**src/rtl/dmem_access_ctrl_if.sv**
```systemverilog
// dmem_access_ctrl_if: pipeline request, data-memory port and pipeline control
// signals of the MEM-stage access controller.
interface dmem_access_ctrl_if;
   logic [31:0] mem_alu_out;
   logic [31:0] mem_store_data;
   logic        mem_data_mem_read;
   logic        mem_data_mem_write;
   logic [2:0]  mem_funct3;
   logic        dmem_ack;
   logic [31:0] dmem_read_data;
   logic [31:0] dmem_addr;
   logic [31:0] dmem_write_data;
   logic [3:0]  dmem_byte_en;
   logic        dmem_read;
   logic        dmem_write;
   logic [31:0] mem_data_mem_read_data;
   logic        stall;
   logic        mem_fault;
   logic        bus_error;
   modport slave (
      input  mem_alu_out, mem_store_data, mem_data_mem_read, mem_data_mem_write,
             mem_funct3, dmem_ack, dmem_read_data,
      output dmem_addr, dmem_write_data, dmem_byte_en, dmem_read, dmem_write,
             mem_data_mem_read_data, stall, mem_fault, bus_error
   );
   modport master (
      output mem_alu_out, mem_store_data, mem_data_mem_read, mem_data_mem_write,
             mem_funct3, dmem_ack, dmem_read_data,
      input  dmem_addr, dmem_write_data, dmem_byte_en, dmem_read, dmem_write,
             mem_data_mem_read_data, stall, mem_fault, bus_error
   );
endinterface

```
**src/rtl/dmem_access_ctrl.sv**
```systemverilog
// dmem_access_ctrl: MEM-stage load/store controller; issues aligned byte-enabled
// req/ack accesses, formats load data, stalls the pipeline and aborts on timeout.
module dmem_access_ctrl #(
   parameter int TIMEOUT = 255
) (
   input logic              i_clk,
   input logic              i_rst,
   dmem_access_ctrl_if.slave io_bus
);
   typedef enum logic [1:0] {IDLE, WAIT, DONE} state_t;
   state_t      r_state, w_next;
   logic [9:0]  r_cnt;
   logic [31:0] r_addr, r_wdata, r_res;
   logic [3:0]  r_be;
   logic [2:0]  r_f3;
   logic [1:0]  r_lane;
   logic        r_rd, r_wr, r_load, r_bus_err;
   logic        w_rd, w_wr, w_illegal, w_misalign, w_fault, w_go, w_ack, w_timeout;
   logic [2:0]  w_f3;
   logic [1:0]  w_a;
   logic [31:0] w_d, w_rdata, w_fmt;
   logic [7:0]  w_byte;
   logic [15:0] w_half;

   assign w_rd  = io_bus.mem_data_mem_read;
   assign w_wr  = io_bus.mem_data_mem_write;
   assign w_f3  = io_bus.mem_funct3;
   assign w_a   = io_bus.mem_alu_out[1:0];
   assign w_d   = io_bus.mem_store_data;
   assign w_rdata = io_bus.dmem_read_data;
   // loads reject 011/11x, stores reject 011/1xx; both strobes high is caught separately
   assign w_illegal  = w_rd ? ((w_f3 == 3'b011) | (w_f3[2] & w_f3[1])) : (w_f3[2] | (&w_f3[1:0]));
   assign w_misalign = ((w_f3[1:0] == 2'b01) & w_a[0]) | ((w_f3[1:0] == 2'b10) & (|w_a));
   assign w_fault    = (w_rd | w_wr) & ((w_rd & w_wr) | w_illegal | w_misalign);

   assign w_byte = w_rdata[{r_lane, 3'b000} +: 8];
   assign w_half = r_lane[1] ? w_rdata[31:16] : w_rdata[15:0];
   assign w_fmt  = r_f3[1] ? w_rdata :
                   r_f3[0] ? {{16{~r_f3[2] & w_half[15]}}, w_half} :
                             {{24{~r_f3[2] & w_byte[7]}}, w_byte};

   always_comb begin
      w_next    = r_state;
      w_go      = 1'b0;
      w_ack     = 1'b0;
      w_timeout = 1'b0;
      case (r_state)
         IDLE: begin
            w_go   = (w_rd ^ w_wr) & ~w_fault;
            w_next = w_go ? WAIT : IDLE;
         end
         WAIT: begin
            w_ack     = io_bus.dmem_ack;
            w_timeout = ~w_ack & (r_cnt == 10'(TIMEOUT - 1));
            w_next    = (w_ack | w_timeout) ? DONE : WAIT;
         end
         default: w_next = IDLE;
      endcase
   end

   always_ff @(posedge i_clk) begin
      if (i_rst) r_state <= IDLE;
      else       r_state <= w_next;
   end

   always_ff @(posedge i_clk) begin
      if (i_rst) begin
         r_addr    <= '0;
         r_wdata   <= '0;
         r_be      <= '0;
         r_res     <= '0;
         r_cnt     <= '0;
         r_rd      <= 1'b0;
         r_wr      <= 1'b0;
         r_load    <= 1'b0;
         r_bus_err <= 1'b0;
         r_f3      <= '0;
         r_lane    <= '0;
      end else begin
         r_bus_err <= w_timeout;
         if (w_go) begin
            r_addr  <= {io_bus.mem_alu_out[31:2], 2'b00};
            r_wdata <= w_f3[1] ? w_d : w_f3[0] ? {2{w_d[15:0]}} : {4{w_d[7:0]}};
            r_be    <= w_f3[1] ? 4'b1111 : w_f3[0] ? 4'b0011 << w_a : 4'b0001 << w_a;
            r_rd    <= w_rd;
            r_wr    <= w_wr;
            r_load  <= w_rd;
            r_f3    <= w_f3;
            r_lane  <= w_a;
            r_cnt   <= '0;
         end else if (r_state == WAIT) begin
            r_cnt <= r_cnt + 10'd1;
            if (w_ack | w_timeout) begin
               r_rd  <= 1'b0;
               r_wr  <= 1'b0;
               r_res <= (w_ack & r_load) ? w_fmt : '0;
            end
         end
      end
   end

   assign io_bus.dmem_addr              = r_addr;
   assign io_bus.dmem_write_data        = r_wdata;
   assign io_bus.dmem_byte_en           = r_be;
   assign io_bus.dmem_read              = r_rd;
   assign io_bus.dmem_write             = r_wr;
   assign io_bus.bus_error              = r_bus_err;
   assign io_bus.mem_data_mem_read_data = (r_state == DONE) ? r_res : '0;
   assign io_bus.stall                  = ~i_rst & (w_go | (r_state == WAIT));
   assign io_bus.mem_fault              = ~i_rst & (r_state == IDLE) & w_fault;
endmodule

```
**src/flat_wrapper.sv**
```systemverilog
// flat-port wrapper written by rule: the top's interface ports become plain ports
module dmem_access_ctrl_flat 
#(
   parameter int TIMEOUT = 255
)
  (i_clk, i_rst, io_bus_mem_alu_out, io_bus_mem_store_data, io_bus_mem_data_mem_read, io_bus_mem_data_mem_write, io_bus_mem_funct3, io_bus_dmem_ack, io_bus_dmem_read_data, io_bus_dmem_addr, io_bus_dmem_write_data, io_bus_dmem_byte_en, io_bus_dmem_read, io_bus_dmem_write, io_bus_mem_data_mem_read_data, io_bus_stall, io_bus_mem_fault, io_bus_bus_error);
  dmem_access_ctrl_if io_bus_i ();
  input logic i_clk;
  input logic i_rst;
  input wire logic [$bits(io_bus_i.mem_alu_out)-1:0] io_bus_mem_alu_out;
  input wire logic [$bits(io_bus_i.mem_store_data)-1:0] io_bus_mem_store_data;
  input wire logic [$bits(io_bus_i.mem_data_mem_read)-1:0] io_bus_mem_data_mem_read;
  input wire logic [$bits(io_bus_i.mem_data_mem_write)-1:0] io_bus_mem_data_mem_write;
  input wire logic [$bits(io_bus_i.mem_funct3)-1:0] io_bus_mem_funct3;
  input wire logic [$bits(io_bus_i.dmem_ack)-1:0] io_bus_dmem_ack;
  input wire logic [$bits(io_bus_i.dmem_read_data)-1:0] io_bus_dmem_read_data;
  output wire logic [$bits(io_bus_i.dmem_addr)-1:0] io_bus_dmem_addr;
  output wire logic [$bits(io_bus_i.dmem_write_data)-1:0] io_bus_dmem_write_data;
  output wire logic [$bits(io_bus_i.dmem_byte_en)-1:0] io_bus_dmem_byte_en;
  output wire logic [$bits(io_bus_i.dmem_read)-1:0] io_bus_dmem_read;
  output wire logic [$bits(io_bus_i.dmem_write)-1:0] io_bus_dmem_write;
  output wire logic [$bits(io_bus_i.mem_data_mem_read_data)-1:0] io_bus_mem_data_mem_read_data;
  output wire logic [$bits(io_bus_i.stall)-1:0] io_bus_stall;
  output wire logic [$bits(io_bus_i.mem_fault)-1:0] io_bus_mem_fault;
  output wire logic [$bits(io_bus_i.bus_error)-1:0] io_bus_bus_error;
  assign io_bus_i.mem_alu_out = io_bus_mem_alu_out;
  assign io_bus_i.mem_store_data = io_bus_mem_store_data;
  assign io_bus_i.mem_data_mem_read = io_bus_mem_data_mem_read;
  assign io_bus_i.mem_data_mem_write = io_bus_mem_data_mem_write;
  assign io_bus_i.mem_funct3 = io_bus_mem_funct3;
  assign io_bus_i.dmem_ack = io_bus_dmem_ack;
  assign io_bus_i.dmem_read_data = io_bus_dmem_read_data;
  assign io_bus_dmem_addr = io_bus_i.dmem_addr;
  assign io_bus_dmem_write_data = io_bus_i.dmem_write_data;
  assign io_bus_dmem_byte_en = io_bus_i.dmem_byte_en;
  assign io_bus_dmem_read = io_bus_i.dmem_read;
  assign io_bus_dmem_write = io_bus_i.dmem_write;
  assign io_bus_mem_data_mem_read_data = io_bus_i.mem_data_mem_read_data;
  assign io_bus_stall = io_bus_i.stall;
  assign io_bus_mem_fault = io_bus_i.mem_fault;
  assign io_bus_bus_error = io_bus_i.bus_error;
  dmem_access_ctrl #(.TIMEOUT(TIMEOUT)) u_core (.i_clk(i_clk), .i_rst(i_rst), .io_bus(io_bus_i));
endmodule
```
**config.mk**
```make
export PLATFORM = sky130hd
export DESIGN_NAME = dmem_access_ctrl_flat
export DESIGN_NICKNAME = d
export VERILOG_FILES = /design/src/rtl/dmem_access_ctrl_if.sv /design/src/rtl/dmem_access_ctrl.sv /design/src/flat_wrapper.sv
export SDC_FILE = /design/constraint.sdc
export NUM_CORES = 1
export LEC_CHECK = 0
export ABC_AREA = 1
export ABC_CLOCK_PERIOD_IN_PS = 1590
export BUFFER_PORTS_ARGS = -buffer_cell sky130_fd_sc_hd__buf_2
export CAP_MARGIN = 20
export CORE_AREA = 5 5 121 123
export CTS_CLUSTER_DIAMETER = 200
export CTS_CLUSTER_SIZE = 30
export DETAILED_ROUTE_END_ITERATION = 8
export DIE_AREA = 0 0 126 128
export HOLD_SLACK_MARGIN = 0.06
export PLACE_DENSITY = 0.84
export RECOVER_POWER = 50
export SLEW_MARGIN = 20
export SYNTH_ARGS = -nofsm -noshare
export SYNTH_HDL_FRONTEND = slang
export SYNTH_SLANG_ARGS = --single-unit
```
**constraint.sdc**
```tcl
create_clock -name i_clk -period 1.59 [get_ports i_clk]
set_clock_uncertainty 0.05 [all_clocks]
set_input_delay 0.159 -clock i_clk [delete_from_list [all_inputs] [get_ports i_clk]]
set_output_delay 0.159 -clock i_clk [all_outputs]
set_load 0.05 [all_outputs]
```
==> results.sh, run 1 <==
export IMPL_max_cap_viol_count=0
export IMPL_cp_data_required_time_ns=1.38
export IMPL_synth_seq_cells=119
export IMPL_crit_fanout=8
export IMPL_drt_iter0_drc=667
export IMPL_failed_checks="negative setup slack"
export IMPL_max_freq_mhz=562
export IMPL_clk_pin_slew_worst_paths_ns=0.06
export IMPL_critical_path_arrival_ns=1.57
export IMPL_dp_cells=1247
export IMPL_gr_total_overflow=0
export IMPL_reg2reg_to="u_core.io_bus.dmem_write_data[0]"
export IMPL_route_vias_total=6938
export IMPL_pwr_density_cell_mw_per_mm2=1070
export IMPL_synth_distinct_cells=34
export IMPL_max_stage_delay_ns=0.34
export IMPL_first_global_vias=6854
export IMPL_setup_tns_final_ns=-1.89
export IMPL_syn_area_mm2=0.00595
export IMPL_gp_congestion=0.919
export IMPL_p_leak_nw=3.85
export IMPL_layout_commonest_cell="nor2_1"
export IMPL_pin_count=209
export IMPL_yosysWarnings=0
export IMPL_hold_viol=0
export IMPL_cts_buffers_inserted=17
export IMPL_dr_pass1_iters=7
export IMPL_grt_max_degree=58
export IMPL_wl_per_cell_um=15.7
export IMPL_min_path_type="primary input to flop"
export IMPL_setup_slack_ns=-0.188
export IMPL_tritoncts="done"
export IMPL_htreeDepth=4
export IMPL_slew_viol_final=0
export IMPL_place_hpwl_um=12900
export IMPL_reg2reg_depth=6
export IMPL_worstSetupStartpointType="flop"
export IMPL_fp_dieH_um=128
export IMPL_endpoint_kind="output port"
export IMPL_port_buffers=206
export IMPL_crit_path_start="u_core.r_state[1]"
export IMPL_r2r_setup_slack_ns=0.04
export IMPL_antenna_found_initial=0
export IMPL_drive_gt1_share_pct=30.6
export IMPL_cts_sinks=119
export IMPL_wl_um=21100
export IMPL_clockBufferDepth=2
export IMPL_cts_root_buf="clkbuf_16"
export IMPL_layout_area_overhead_vs_synth_pct=50.9
export IMPL_num_rows=43
export IMPL_crit_end="io_bus_stall"
export IMPL_grt_usage_pct=25.2
export IMPL_start_util_pct=43.9
export IMPL_finalCriticalPeriod_ns=1.78
export IMPL_core_area_mm2=0.0136
export IMPL_grt_first_pass_wirelength_um=33000
export IMPL_grt_setup_unrepaired="true"
export IMPL_drc=0
export IMPL_placed_area_mm2=0.00730
export IMPL_finalCritPeriodShare_pct=112
export IMPL_r2r_start="u_core.r_state[1]"
export IMPL_whs_ns=0.0796
export IMPL_final_antenna_net_count=0
export IMPL_fp_dieW_um=126
export IMPL_crit_path_cell_trace="or2_4 -> nor2_8 -> nand2_8 -> a21oi_4 -> buf_8"
export IMPL_layoutNonFillerInstCount=1345
export IMPL_status="finished, violations left"
export IMPL_mostFrequentLayoutCells="nor2_1, nand2_1, dfxtp_1"
export IMPL_cpMaxStageDelayCell="dfxtp_2"
export IMPL_stdcell_area_mm2=0.00897
export IMPL_synth_avg_cell_area_um2=6.78
export IMPL_insertion_delay_ns=0.42
export IMPL_path_class="flop to output port"
export IMPL_via_per_inst=5.16
export IMPL_synth_cells=877
export IMPL_slew_headroom_pct=58.4
export IMPL_die_area_mm2=0.0161
export IMPL_n_antenna_cell=0
export IMPL_synth_seq_area_share_pct=40.1
export IMPL_setup_violations=34
export IMPL_ir_drop_mv=0.682
export IMPL_worst_slew_pin_slew_ns=0.626
export IMPL_final_nets=1261
where the power goes:
group | switching, mW | total (mW) | internal, mW
clock network | 1.47 | 3.98 | 2.52
logic | 1.60 | 2.35 | 0.747
registers | 0.121 | 3.30 | 3.18
total | 3.19 | 9.63 | 6.44
final cells by class:
type | instances | area (µm²)
multi-input combinational | 644 | 3210
clock buffer | 18 | 439
sequential | 119 | 2390
fill | 1034 | 4580
timing repair buffer | 307 | 2300
clock inverter | 13 | 170
inverter | 64 | 240
tap | 180 | 225
timing repair:
item | 4_1_cts | 5_1_grt
gates cloned | 1 | 2
pin swaps | 1 | 5
hold endpoints to repair | 62 | 0
buffers inserted | 0 | 3
hold buffers | 61 | 0
gates resized for setup | 99 | 29
endpoints found under the setup margin | 35 | 69
synthesized netlist by cell type (all sizes together):
library cell,n,area (µm²)
clkbuf,23,86.3
or2,18,115
nand3,67,428
buf,28,196
clkinv,1,3.75
nor3,2,10.0
xnor2,2,17.5
o211ai,8,60.1
dfxtp,119,2380
ha,4,50.1
conb,1,3.75
nor2,222,865
a21oi,59,337
inv,63,236
nand2,179,712
nor4,1,6.26
nand4,12,75.1
o21ai,65,337
xor2,3,26.3
state kept, by name (all words and copies together), names as in the netlist:
name	cells
u_core.io_bus.dmem_read	1
u_core.r_load	1
u_core.r_state	2
u_core.io_bus.dmem_write_data	32
u_core.r_lane	2
u_core.io_bus.dmem_byte_en	4
u_core.io_bus.dmem_addr	30
u_core.io_bus.dmem_write	1
u_core.r_f3	3
u_core.io_bus.bus_error	1
u_core.r_res	32
u_core.r_cnt	10
worst min-delay path by stage:
stage               cells past startpoint                       from                                 to  slack, ns
finish                                  5   io_bus_mem_store_data[9]   u_core.io_bus.dmem_write_data[9]       0.08
CTS                                     5  io_bus_mem_store_data[11]  u_core.io_bus.dmem_write_data[11]       0.06
global route                            5  io_bus_mem_store_data[27]  u_core.io_bus.dmem_write_data[27]        0.1
detailed placement                      3      io_bus_mem_alu_out[8]         u_core.io_bus.dmem_addr[8]       0.35
floorplan                               2      io_bus_mem_alu_out[1]                   u_core.r_lane[1]       0.24
global placement                        3      io_bus_mem_alu_out[7]         u_core.io_bus.dmem_addr[7]       0.34
metrics by stage:
step / total power [mW] / utilization [%] / setup slack, ns
after floorplan: 4.84 / - / -0.0209
after global placement: 5.43 / 53.8 / 0.0613
after detailed placement: 5.46 / 53.8 / 0.0243
after CTS: 9.59 / 65.2 / -0.196
after global routing: 10.0 / 66.2 / -0.230
final: 9.63 / 66.2 / -0.188
routing by layer:
layer	part of all wire [%]	vias to the layer above	global-route usage (%)	wire (µm)
li1	-	3344	-	-
met3	9.4	107	7.92	2000
met4	5.0	0	12.7	1050
met2	49	412	43.8	10400
met1	37	3075	27.7	7730
met5	0	-	0	0
cells by family (layout without fill, tap and decap cells):
group,after synthesis,after routing,synth area share (%)
AO/OA/AOI/OAI,132,132,12.3
XOR/XNOR,5,5,0.737
adder cells (fa/ha/maj),4,4,0.842
buffers and inverters,115,402,8.79
flip-flops,119,119,40.1
other,1,2,0.0631
AND/OR/NAND/NOR,501,501,37.2
worst max-delay path: cells and delay by family (launching register included):
family,cells,cell delay (ns)
AND/OR/NAND/NOR,3,0.49
flip-flops,1,0.34
AO/OA/AOI/OAI,1,0.16
buffers and inverters,1,0.16
(Power assumes the default switching activity.)
==> run 2: changes to the inputs <==
ABC_CLOCK_PERIOD_IN_PS = 1500   (was 1590)
clock period = 1.5 ns   (was 1.59 ns; I/O delays follow)
==> run 2 against run 1 <==
The flow still finishes with violations (negative setup slack). Combinational power grew 17%. Register-to-register slack got worse by 0.10 ns. Cell count up 2.6%. Die area did not move. Non-clock buffer count increased by 34. Sequential share of layout area shrank 1.7 points. Sequential cell count unchanged. Critical path depth rose by 1. Clock power is 3% lower. Worst hold slack worse by 0.0050 ns. Cell area up 7.0%. Clock-buffer cell count fell by 1. Critical path type unchanged. Highest routed layer unchanged.
==> results.sh, run 2 (synthesized netlist as in run 1, its figures left out) <==
export IMPL_worst_path_most_repeated_cell="buf_12"
export IMPL_p_total_mw=10.1
export IMPL_final_nets=1295
export IMPL_start_util_pct=43.9
export IMPL_gp_congestion=0.885
export IMPL_grt_max_degree=56
export IMPL_route_met2_wl_um=11700
export IMPL_place_hpwl_um=12900
export IMPL_critical_path_arrival_ns=1.58
export IMPL_antenna_found_initial=0
export IMPL_cpMaxStageDelayCell="dfxtp_2"
export IMPL_crit_fanout=2
export IMPL_path_class="flop to output port"
export IMPL_status="finished, violations left"
export IMPL_r2r_setup_slack_ns=-0.06
export IMPL_max_cap_viol_count=0
export IMPL_final_antenna_net_count=0
export IMPL_min_to="u_core.r_lane[0]"
export IMPL_finalCriticalPeriod_ns=1.78
export IMPL_min_path_type="primary input to flop"
export IMPL_setup_violations=43
export IMPL_cts_buffers_inserted=17
export IMPL_fp_dieW_um=126
export IMPL_worstSetupStartpointType="flop"
export IMPL_p_leak_nw=4.21
export IMPL_failed_checks="negative setup slack"
export IMPL_highest_layer="met4"
export IMPL_reg2reg_to="u_core.io_bus.dmem_write_data[20]"
export IMPL_core_area_mm2=0.0136
export IMPL_wl_met3_um=2070
export IMPL_wl_per_cell_um=16.7
export IMPL_drt_iter0_drc=804
export IMPL_layout_area_overhead_vs_synth_pct=61.5
export IMPL_setup_tns_final_ns=-4.69
export IMPL_clk_pin_slew_worst_paths_ns=0.06
export IMPL_fp_dieH_um=128
export IMPL_insertion_delay_ns=0.43
export IMPL_wl_met1_um=8270
export IMPL_hold_viol=0
export IMPL_setup_slack_ns=-0.283
export IMPL_ir_drop_mv=0.786
export IMPL_grt_setup_unrepaired="true"
export IMPL_cp_data_required_time_ns=1.30
export IMPL_pwr_density_cell_mw_per_mm2=1050
export IMPL_hold_path_startpoint="io_bus_mem_alu_out[0]"
export IMPL_grt_first_pass_wirelength_um=33400
export IMPL_clockBufferDepth=2
export IMPL_max_freq_mhz=561
export IMPL_crit_path_cell_trace="or2_4 -> nor2_8 -> nand2_4 -> buf_12 -> a21oi_4 -> buf_12"
export IMPL_wl_um=23100
export IMPL_endpoint_kind="output port"
export IMPL_pin_count=209
export IMPL_holdPathStages=4
export IMPL_drc=0
export IMPL_final_util_pct=70.8
export IMPL_port_buffers=206
export IMPL_grt_usage_pct=25.5
export IMPL_place_ws_ns=-0.0584
export IMPL_finalCritPeriodShare_pct=119
export IMPL_reg2reg_depth=8
export IMPL_max_stage_delay_ns=0.32
export IMPL_cts_root_buf="clkbuf_16"
export IMPL_tritoncts="done"
export IMPL_first_global_vias=6860
export IMPL_cts_sinks=119
export IMPL_whs_ns=0.0746
export IMPL_r2r_start="u_core.r_state[1]"
export IMPL_dr_pass1_iters=5
export IMPL_htreeDepth=4
export IMPL_route_vias_total=7246
export IMPL_via_per_inst=5.25
export IMPL_num_rows=43
export IMPL_mostFrequentLayoutCells="nor2_1, nand2_1, buf_2"
export IMPL_die_area_mm2=0.0161
export IMPL_drive_gt1_share_pct=38.2
export IMPL_slew_viol_final=0
export IMPL_gr_total_overflow=0
export IMPL_n_antenna_cell=0
export IMPL_layout_commonest_cell="nor2_1"
## run 2: metal layers
layer | vias to the layer above | GRT usage (%)
li1 | 3416 | -
met1 | 3300 | 28.3
met2 | 430 | 44.2
met3 | 100 | 7.63
met4 | 0 | 13.2
met5 | - | 0
## run 2: layout make-up
type / count / area, µm²
Fill cell: 963 / 3960
Multi-Input combinational cell: 644 / 3390
Timing Repair Buffer: 341 / 2780
Sequential cell: 119 / 2390
Clock buffer: 17 / 425
Inverter: 64 / 255
Tap cell: 180 / 225
Clock inverter: 15 / 134
## run 2: worst max-delay path: cells and delay by family (launching register included)
family | cells | cell delay, ns
compound gates | 1 | 0.13
flops | 1 | 0.32
simple gates | 3 | 0.43
buf+inv | 2 | 0.28
## run 2: power by group
part | switching (mW) | internal [mW] | leakage [nW]
Combinational | 1.80 | 0.954 | 2.96
Sequential | 0.127 | 3.37 | 0.975
Clock | 1.69 | 2.18 | 0.275
## run 2: what timing repair did
action	4_1_cts	5_1_grt
setup endpoints to repair	55	120
gates resized for setup	103	115
hold endpoints to repair	65	0
cloned	3	7
setup buffers	5	6
hold buffers	65	0
pin swaps	11	18
## run 2: worst max-delay path by stage
stage                                         start                           endpoint  slack [ns]  cells past startpoint
after floorplan                   u_core.r_state[0]  io_bus_mem_data_mem_read_data[10]       -0.06                      4
after global placement    io_bus_mem_data_mem_write                    u_core.r_cnt[6]       -0.03                      9
after detailed placement  io_bus_mem_data_mem_write                    u_core.r_cnt[0]       -0.06                      9
after CTS                         u_core.r_state[0]                       io_bus_stall       -0.31                      6
after global routing              u_core.r_state[1]                       io_bus_stall       -0.34                      6
final                             u_core.r_state[1]                       io_bus_stall       -0.28                      6
## run 2: metrics by stage
| step | instances | cell area [µm²] |
|---|---|---|
| after floorplan | 878 | 5990 |
| after global placement | 1263 | 7480 |
| after detailed placement | 1263 | 7480 |
| after CTS | 1368 | 9110 |
| after global routing | 1380 | 9600 |
| final | 1380 | 9600 |
